[config.mk]
export PLATFORM = sky130hd
export DESIGN_NAME = pipe_ctrl
export DESIGN_NICKNAME = d
export VERILOG_FILES = /design/src/rtl/pipe_ctrl_pkg.sv /design/src/rtl/pipe_ctrl_hazard_detect.sv /design/src/rtl/pipe_ctrl.sv
export SDC_FILE = /design/constraint.sdc
export NUM_CORES = 1
export LEC_CHECK = 0
export CAP_MARGIN = 5
export CORE_MARGIN = 2
export CORE_UTILIZATION = 39
export CTS_BUF_LIST = sky130_fd_sc_hd__clkbuf_4 sky130_fd_sc_hd__clkbuf_8 sky130_fd_sc_hd__clkbuf_16
export DETAILED_ROUTE_END_ITERATION = 6
export GPL_TIMING_DRIVEN = 0
export HOLD_SLACK_MARGIN = 0.08
export PLACE_DENSITY = 0.82
export SYNTH_ARGS = -nofsm -noshare
export SYNTH_HDL_FRONTEND = slang
export SYNTH_SLANG_ARGS = --single-unit
[constraint.sdc]
create_clock -name i_clk -period 1.6 [get_ports i_clk]
set_input_delay 0.24 -clock i_clk [delete_from_list [all_inputs] [get_ports i_clk]]
set_output_delay 0.24 -clock i_clk [all_outputs]
set_load 0.005 [all_outputs]
[src/rtl/pipe_ctrl_pkg.sv]
// rtl/pipe_ctrl_pkg.sv - shared control, forwarding and stage types for the pipeline sequencer
package pipe_ctrl_pkg;

    localparam int CPU_REG_ADDR_W = 5;

    typedef struct packed {
        logic [3:0] aluop;
        logic       alusrc;
        logic       is_branch;
        logic       mem_re;
        logic       mem_we;
        logic       reg_wr_en;
        logic       is_mem_to_reg;
    } cpu_ctrl_t;

    typedef struct packed {
        logic [3:0] aluop;
        logic       alusrc;
    } q3_bits_t;

    localparam int Q3_W = $bits(q3_bits_t);

    typedef enum logic [1:0] {
        FWD_NONE = 2'b00,
        FWD_WB   = 2'b01,
        FWD_MEM  = 2'b10
    } fwd_sel_t;

    typedef struct packed {
        logic                      valid;
        cpu_ctrl_t                 ctrl;
        logic [CPU_REG_ADDR_W-1:0] rd;
        logic [CPU_REG_ADDR_W-1:0] rs1;
        logic [CPU_REG_ADDR_W-1:0] rs2;
    } stage_ctrl_t;

endpackage

[src/rtl/pipe_ctrl_hazard_detect.sv]
// rtl/pipe_ctrl_hazard_detect.sv - combinational freeze/redirect/load-use detection and EX forwarding selects
module hazard_detect
    import pipe_ctrl_pkg::*;
#(
    parameter int REG_ADDR_W = CPU_REG_ADDR_W
) (
    input  logic                  id_valid,
    input  logic [REG_ADDR_W-1:0] id_rs1,
    input  logic [REG_ADDR_W-1:0] id_rs2,
    input  logic                  ex_redirect,
    input  logic                  mem_ready,
    input  logic                  ex_valid,
    input  logic                  ex_mem_re,
    input  logic [REG_ADDR_W-1:0] ex_rd,
    input  logic [REG_ADDR_W-1:0] ex_rs1,
    input  logic [REG_ADDR_W-1:0] ex_rs2,
    input  logic                  mem_valid,
    input  logic                  mem_re,
    input  logic                  mem_we,
    input  logic                  mem_reg_wr_en,
    input  logic                  mem_is_mem_to_reg,
    input  logic [REG_ADDR_W-1:0] mem_rd,
    input  logic                  wb_valid,
    input  logic                  wb_reg_wr_en,
    input  logic [REG_ADDR_W-1:0] wb_rd,
    output logic                  freeze,
    output logic                  redirect,
    output logic                  load_use,
    output fwd_sel_t              fwd_a,
    output fwd_sel_t              fwd_b
);

    logic mem_src_ok;
    logic wb_src_ok;

    // A load in MEM has no data yet, so only ALU results are forwarded from there.
    assign mem_src_ok = mem_valid & mem_reg_wr_en & ~mem_is_mem_to_reg;
    assign wb_src_ok  = wb_valid & wb_reg_wr_en;

    function automatic fwd_sel_t pick_src(
        input logic [REG_ADDR_W-1:0] rs,
        input logic                  m_ok,
        input logic [REG_ADDR_W-1:0] m_rd,
        input logic                  w_ok,
        input logic [REG_ADDR_W-1:0] w_rd
    );
        if (rs == '0)
            return FWD_NONE;
        if (m_ok && m_rd == rs)
            return FWD_MEM;
        if (w_ok && w_rd == rs)
            return FWD_WB;
        return FWD_NONE;
    endfunction

    assign freeze   = mem_valid & (mem_re | mem_we) & ~mem_ready;
    assign redirect = ex_valid & ex_redirect;
    assign load_use = ex_valid & ex_mem_re & (ex_rd != '0) & id_valid
                      & ((ex_rd == id_rs1) | (ex_rd == id_rs2));

    always_comb begin
        fwd_a = pick_src(ex_rs1, mem_src_ok, mem_rd, wb_src_ok, wb_rd);
        fwd_b = pick_src(ex_rs2, mem_src_ok, mem_rd, wb_src_ok, wb_rd);
    end

endmodule

[src/rtl/pipe_ctrl.sv]
// rtl/pipe_ctrl.sv - EX/MEM/WB control sequencer with stall/flush/forwarding; PIPE_CTRL_PERF_EN adds stall/flush counters
module pipe_ctrl
    import pipe_ctrl_pkg::*;
#(
    parameter int REG_ADDR_W = CPU_REG_ADDR_W,
    parameter int PERF_CNT_W = 32
) (
    input  logic                  i_clk,
    input  logic                  i_rst,
    input  logic                  i_id_valid,
    input  cpu_ctrl_t             i_id_ctrl,
    input  logic [REG_ADDR_W-1:0] i_id_rs1,
    input  logic [REG_ADDR_W-1:0] i_id_rs2,
    input  logic [REG_ADDR_W-1:0] i_id_rd,
    input  logic                  i_ex_redirect,
    input  logic                  i_mem_ready,
    output logic                  o_stall,
    output logic                  o_flush,
    output logic                  o_ex_valid,
    output logic [Q3_W-1:0]       o_ex_q3,
    output logic                  o_mem_valid,
    output logic [2:0]            o_mem_q4,
    output logic                  o_wb_valid,
    output logic [1:0]            o_wb_q5,
    output logic [REG_ADDR_W-1:0] o_wb_rd,
    output fwd_sel_t              o_fwd_a,
    output fwd_sel_t              o_fwd_b,
    output logic [PERF_CNT_W-1:0] o_perf_stall,
    output logic [PERF_CNT_W-1:0] o_perf_flush
);

    typedef struct packed {
        logic                  valid;
        cpu_ctrl_t             ctrl;
        logic [REG_ADDR_W-1:0] rd;
        logic [REG_ADDR_W-1:0] rs1;
        logic [REG_ADDR_W-1:0] rs2;
    } stage_t;

    stage_t   ex_q;
    stage_t   mem_q;
    stage_t   wb_q;
    stage_t   id_stage;
    logic     freeze;
    logic     redirect;
    logic     load_use;
    fwd_sel_t fwd_a;
    fwd_sel_t fwd_b;
    logic     unused_bits;

    hazard_detect #(.REG_ADDR_W(REG_ADDR_W)) u_hazard (
        .id_valid          (i_id_valid),
        .id_rs1            (i_id_rs1),
        .id_rs2            (i_id_rs2),
        .ex_redirect       (i_ex_redirect),
        .mem_ready         (i_mem_ready),
        .ex_valid          (ex_q.valid),
        .ex_mem_re         (ex_q.ctrl.mem_re),
        .ex_rd             (ex_q.rd),
        .ex_rs1            (ex_q.rs1),
        .ex_rs2            (ex_q.rs2),
        .mem_valid         (mem_q.valid),
        .mem_re            (mem_q.ctrl.mem_re),
        .mem_we            (mem_q.ctrl.mem_we),
        .mem_reg_wr_en     (mem_q.ctrl.reg_wr_en),
        .mem_is_mem_to_reg (mem_q.ctrl.is_mem_to_reg),
        .mem_rd            (mem_q.rd),
        .wb_valid          (wb_q.valid),
        .wb_reg_wr_en      (wb_q.ctrl.reg_wr_en),
        .wb_rd             (wb_q.rd),
        .freeze            (freeze),
        .redirect          (redirect),
        .load_use          (load_use),
        .fwd_a             (fwd_a),
        .fwd_b             (fwd_b)
    );

    // An invalid ID slot enters EX as a clean bubble so stale control never leaks downstream.
    always_comb begin
        id_stage = '0;
        if (i_id_valid) begin
            id_stage.valid = 1'b1;
            id_stage.ctrl  = i_id_ctrl;
            id_stage.rd    = i_id_rd;
            id_stage.rs1   = i_id_rs1;
            id_stage.rs2   = i_id_rs2;
        end
    end

    always_ff @(posedge i_clk) begin
        if (i_rst) begin
            ex_q  <= '0;
            mem_q <= '0;
            wb_q  <= '0;
        end else if (freeze) begin
            wb_q <= '0;
        end else begin
            wb_q  <= mem_q;
            mem_q <= ex_q;
            ex_q  <= (redirect || load_use) ? '0 : id_stage;
        end
    end

    // Freeze outranks redirect; a redirect seen during a freeze is re-evaluated once the pipe moves.
    assign o_stall = ~i_rst & (freeze | (load_use & ~redirect));
    assign o_flush = ~i_rst & ~freeze & redirect;

    assign o_ex_valid  = ex_q.valid;
    assign o_ex_q3     = {ex_q.ctrl.aluop, ex_q.ctrl.alusrc};
    assign o_mem_valid = mem_q.valid;
    assign o_mem_q4    = mem_q.valid ? {mem_q.ctrl.is_branch, mem_q.ctrl.mem_re, mem_q.ctrl.mem_we} : 3'b000;
    assign o_wb_valid  = wb_q.valid;
    assign o_wb_q5     = wb_q.valid ? {wb_q.ctrl.reg_wr_en, wb_q.ctrl.is_mem_to_reg} : 2'b00;
    assign o_wb_rd     = wb_q.rd;
    assign o_fwd_a     = fwd_a;
    assign o_fwd_b     = fwd_b;

    assign unused_bits = ^{ex_q, mem_q, wb_q};

`ifdef PIPE_CTRL_PERF_EN
    logic [PERF_CNT_W-1:0] perf_stall_q;
    logic [PERF_CNT_W-1:0] perf_flush_q;

    always_ff @(posedge i_clk) begin
        if (i_rst) begin
            perf_stall_q <= '0;
            perf_flush_q <= '0;
        end else begin
            if (o_stall)
                perf_stall_q <= perf_stall_q + 1'b1;
            if (o_flush)
                perf_flush_q <= perf_flush_q + 1'b1;
        end
    end

    assign o_perf_stall = perf_stall_q;
    assign o_perf_flush = perf_flush_q;
`else
    assign o_perf_stall = '0;
    assign o_perf_flush = '0;
`endif

endmodule

# [Yosys cells after proc, flatten, opt, wreduce, memory -nomap -nowiden]
# Cells that the tools add are included.
[word_totals] out_inout_bits=88 elab_cells=87 reg_bits=45
[op_classes] bitwise_logic=22 eq_ne=6 muxes=28 n_reduce_logical=9
[ops] op="$mux W26" count=2
[ops] op="$eq A5 B5 Y1" count=6
[ops] op="$mux W2" count=13
[ops] op="$and A1 B1 Y1" count=14
[ops] op="$mux W1" count=12
[ops] op="$logic_not A5 Y1" count=2
[ops] op="$not A1 Y1" count=5
[ops] op="$reduce_bool A5 Y1" count=1
[ops] op="$logic_and A1 B1 Y1" count=4
[ops] op="$mux W3" count=1
[ops] op="$or A1 B1 Y1" count=3
[ops] op="$reduce_or A2 Y1" count=1
[ops] op="$logic_or A1 B1 Y1" count=1

# [Logic depth before layout (Yosys ltp)]
[logic_depth] word_depth=10 depth_mapped=7 mapped_depth_nobuf=4

# [Cells and area by module]
# Synthesis repeated with hierarchy kept, for this count alone.
[unflattened] cells_unflattened=286 hier_area_um2=2813.9
[modules_own_cells] module="pipe_ctrl" cells_each=226 n_inst=1 seq_area_each_um2=900.9 area_per_inst_um2=2384.8
[modules_own_cells] module="hazard_detect" cells_each=60 n_inst=1 seq_area_each_um2=0.0 area_per_inst_um2=429.2

# [Least setup slack after synthesis]
# Ideal clock, no wire load.
[synth_path] path_type="flip-flop to output port" from="register ex_q[11] (netlist name)" to="output o_stall" path_stages_with_launch=5 arrival_time_ps=1426 setup_slack_ps=-66 n_path_buf=0 t_required_ps=1360 path_cell_list="dfxtp_1 > or4_4 > o2111ai_4 > nor3_1 > a21o_1"
[synth_between] elab_chain_cells=7 word_cells_on_any_way=10
[synth_lines] element="from (decl)" line_no="pipe_ctrl.sv:40" source="stage_t ex_q;"
[synth_lines] element="from (signal assigned)" line_no="pipe_ctrl.sv:100" source="ex_q <= (redirect || load_use) ? '0 : id_stage;"
[synth_lines] element="$reduce_bool A5 Y1" line_no="pipe_ctrl_hazard_detect.sv:58" source="assign load_use = ex_valid & ex_mem_re & (ex_rd != '0) & id_valid"
[synth_lines] element="$and A1 B1 Y1 (2 in series)" line_no="pipe_ctrl_hazard_detect.sv:58"
[synth_lines] element="$and A1 B1 Y1 *" line_no="pipe_ctrl_hazard_detect.sv:59" source="& ((ex_rd == id_rs1) | (ex_rd == id_rs2));"
[synth_lines] element="$and A1 B1 Y1 *" line_no="pipe_ctrl.sv:105" source="assign o_stall = ~i_rst & (freeze | (load_use & ~redirect));"
[synth_lines] element="$or A1 B1 Y1 *" line_no="pipe_ctrl.sv:105"
[synth_lines] element="$and A1 B1 Y1 *" line_no="pipe_ctrl.sv:105"
[synth_lines] element="to (decl)" line_no="pipe_ctrl.sv:17" source="output logic o_stall,"
# Every way passes the cells marked *; elsewhere a longest branch is shown, timed or not.

# [Final worst setup path]
[layout_path] from="register ex_q[3] (netlist name)" to="output o_fwd_b[1]"
[layout_between] elab_chain_cells=8 word_cells_on_any_way=16
[layout_lines] element="$eq A5 B5 Y1" line_no="pipe_ctrl_hazard_detect.sv:51" source="if (w_ok && w_rd == rs)"
[layout_lines] element="$logic_and A1 B1 Y1" line_no="pipe_ctrl_hazard_detect.sv:51"
[layout_lines] element="$mux W1 (2 in series)" line_no="pipe_ctrl_hazard_detect.sv:51"
[layout_lines] element="$mux W1" line_no="pipe_ctrl_hazard_detect.sv:49" source="if (m_ok && m_rd == rs)"
[layout_lines] element="$mux W2" line_no="pipe_ctrl_hazard_detect.sv:53" source="return FWD_NONE;"
[layout_lines] element="$mux W2" line_no="pipe_ctrl_hazard_detect.sv:51"
[layout_lines] element="$mux W2 *" line_no="pipe_ctrl_hazard_detect.sv:49"
[layout_lines] element="to (decl)" line_no="pipe_ctrl.sv:27" source="output fwd_sel_t o_fwd_b,"
# Every way passes the cells marked *; elsewhere a longest branch is shown, timed or not. The select of a mux whose other input is x is not followed.

==> results.tsv <==
metric	value	unit
global placer's final weighted congestion	0.851	
met1 GRT Util	22.7	%
share of cells above drive strength 1	36.1	%
clk root buf	clkbuf_8	
grt ovf	0	
worst flop-to-flop path endpoint	ex_q[19]$_SDFFE_PP0N_	
Critical Path RT	1.36	ns
pin count of the biggest net entering global routing	13	
area grow syn2layout	49.8	%
drt first pass iters	4	
CTS clk-pin slew, worst paths	0.08	ns
CTS sink count	45	
CTS tree	built	
syn_area_per_cell	8.40	sq um
max_cap viols	0	
DRT iter0 DRCs	197	
global-route wire length before repair	11300	microns
outcome	finished, violations left	
RR Startpoint	ex_q[11]$_SDFFE_PP0N_	
adder-cell share of the synthesized area	0	%
failing checks	setup timing	
IR drop worst, VDD	0.544	mV
Row Count	30	
die area	0.00766	sq mm
RSZ-0062 raised after global routing	true	
Post-Syn Area	0.00272	sq mm
asr flop ratio synth	0	%
Max Root-Sink Buffers	2	
busiest grt layer	met2	
compound-gate portion of the synthesized area	18.3	%
xor and xnor fraction of the mapped netlist area	8.69	%
critical path buffer and inverter count	2	
hold depth	2	
post-synthesis register bit count	45	
Yosys top cell area share	33.1	%
sequential element share of the synthesized area	33.1	%
CP arrival	1.85	ns
HP Class	input port to register	
Min Clock Period, post-route	2.09	ns
skew final	0.00416	ns
largest family of logic cells by synthesized area	buffers and inverters	
Final Net Count	498	
GR Util met3	4.27	%
multiplexer share of the synthesized area	1.10	%
post-synth cell types	35	
register area	946	sq um
final period utilization	130	%
die height	87.5	microns
total track usage	18.8	%
worst reg-to-reg setup slack	-0.11	ns
warning count from the yosys run	0	
Post-DP HPWL	5030	microns
Multi-input gate area	0.00155	sq mm
I/O pin count	118	
final setup vio count	31	
Post-Synth Simple-Gate Area	14.4	%
Pleak	0.00190	uW
worst-skew pair later-pin latency	0.29	ns
R2R cell count	6	
Post-Synthesis Cells	324	
Area after DPL	0.00358	sq mm
post-route cell area	0.00407	sq mm
vias post-DR	2567	
Worst path max stage delay	0.54	ns
core area	0.00676	sq mm
Final Instance Count excl. Fillers	548	
worst setup margin	-0.486	ns
initial antenna violation count	0	
Most used DFF post-synth	dfxtp_1	
TNS Setup	-3.57	ns
Post-Route WL	7300	microns
number of buffers created by CTS	5	
placed cells	519	
f_max	0.479	GHz
routed length per placed instance	13.3	microns
ranking of synthesized cells by area	dfxtp_1 33%, buf_4 20%, a32oi_1 8.0%	
Initial Util	40.3	%
Slowest cell on crit path	or4_4	
cell area power density	684	mW/mm^2
critical path type	register to output port	
leading area contributor after synthesis	dfxtp_1	
Hold Startpoint	i_rst	
Worst setup EP type	output port	
CP startpoint kind	register	
Hold EP	mem_q[14]$_SDFFE_PP0N_	
vias in the first global route	2294	
EDFF count, synth	0	
final hold vios	0	
port bufs	52	
crit path cell chain	xor2_1 > or4_4 > nor3_4 > buf_4 > a21boi_2 > buf_2	
Slew Limit Fails	0	
met2 usage	32.7	%
htree depth	2	
diode count	0	
DR DRC count	0	
via-per-instance ratio	4.68	
crit-path max FO	2	
Die W	87.5	microns
fillers	584	
post-route ant nets	0	
Hold-fix buffers, CTS	0	
cell family with most CP delay	simple AND/OR/NAND/NOR gates	
[cell usage in the layout, fill, tap and decap left out, types with 2 or more instances in the layout]
cell type,count
inv_1,5
nor3_4,4
a32oi_1,21
xnor2_1,16
buf_4,92
nor2_1,7
conb_1,64
nor2_4,2
clkbuf_2,3
and2_1,12
dfxtp_4,7
buf_2,11
mux2i_1,3
xor2_1,11
o21ai_0,5
o21ai_1,26
nand2_1,38
a32oi_2,4
nor4_2,3
clkbuf_8,6
nand3_1,4
buf_6,8
nor2b_1,2
dlymetal6s2s_1,3
a21oi_1,8
dfxtp_2,15
or4_4,3
clkdlybuf4s50_1,42
dfxtp_1,23
[metrics by stage]
stage	hold WS (ns)	total power, uW	utilization, %	worst slack (ns)
after floorplan	0.373	1710	-	-0.0661
after global placement	0.452	1910	52.9	-1.17
after detailed placement	0.460	1930	52.9	-1.15
after CTS	0.346	2710	58.3	-0.558
after global routing	0.404	2940	60.3	-0.578
final	0.363	2790	60.3	-0.486
[per-layer routing]
metal	routed length, microns	share of wire [%]
met4	217	3.0
met1	2840	39
met2	3600	49
met5	0	0
met3	642	8.8
[sequential cells by signal, summed over array words and instances, names as in the netlist]
register	cells
ex_q	20
mem_q	10
o_wb_rd	5
o_ex_valid	1
o_mem_valid	1
o_ex_q3	5
o_wb_valid	1
wb_q	2
[cell usage after synthesis (5+ instances only)]
library cell / instances
buf_4: 74
dfxtp_1: 45
nand2_1: 38
a32oi_1: 25
o21ai_0: 20
xnor2_1: 16
and2_1: 13
o21ai_1: 11
xor2_1: 11
nor2_1: 9
a21oi_1: 8
buf_2: 8
clkbuf_1: 5
inv_1: 5
nor3_1: 5
[kinds of logic (layout without fill, tap and decap cells)]
kind of cell	count (synthesis)	count (layout)
other	1	64
xor gates and xnor gates	27	27
and+or+nand+nor	81	81
buffers and inverters	95	176
AOI/OAI and AO/OA	72	72
muxes	3	3
DFF	45	45
[worst max path at each step]
stage | start | end | slack [ns] | depth (start not counted)
after floorplan | ex_q[11]$_SDFFE_PP0N_ | o_stall | -0.07 | 4
after global placement | i_id_rs2[4] | o_stall | -1.17 | 7
after detailed placement | i_id_rs1[4] | o_stall | -1.15 | 7
after CTS | ex_q[3]$_SDFFE_PP0N_ | o_fwd_b[1] | -0.56 | 6
after global routing | ex_q[3]$_SDFFE_PP0N_ | o_fwd_b[1] | -0.58 | 6
final | ex_q[3]$_SDFFE_PP0N_ | o_fwd_b[1] | -0.49 | 6
[final cells by class]
cell class              count  area share [%]
inverters                   5           0.461
flip-flops and latches     45            23.2
plain buffers              88            15.9
multi-input cells         247            38.1
well taps                  80            2.46
repair buffers             76            17.7
clock buffers               7            2.21
[worst register-to-register path, stage by stage (launching register included)]
cell       delay (ns)
dfxtp_4          0.35
or4_4            0.54
o2111ai_4        0.23
buf_6            0.18
buf_6            0.13
a32oi_2          0.10
o21ai_1          0.10
[what timing repair did]
action                                  in CTS  in global routing
resized for setup                           86                 35
pin swaps                                   35                  7
gates cloned                                 2                  0
endpoints found under the setup margin      36                 38
buffers inserted                            16                  8
[where the power goes]
| group | total (uW) | switching (uW) | internal (uW) | leakage (uW) |
|---|---|---|---|---|
| logic | 764 | 336 | 428 | 0.00147 |
| registers | 1310 | 99.1 | 1210 | 0.000381 |
| clock network | 716 | 356 | 360 | 0.0000477 |
Note: power is estimated with default switching activity, not from simulation.
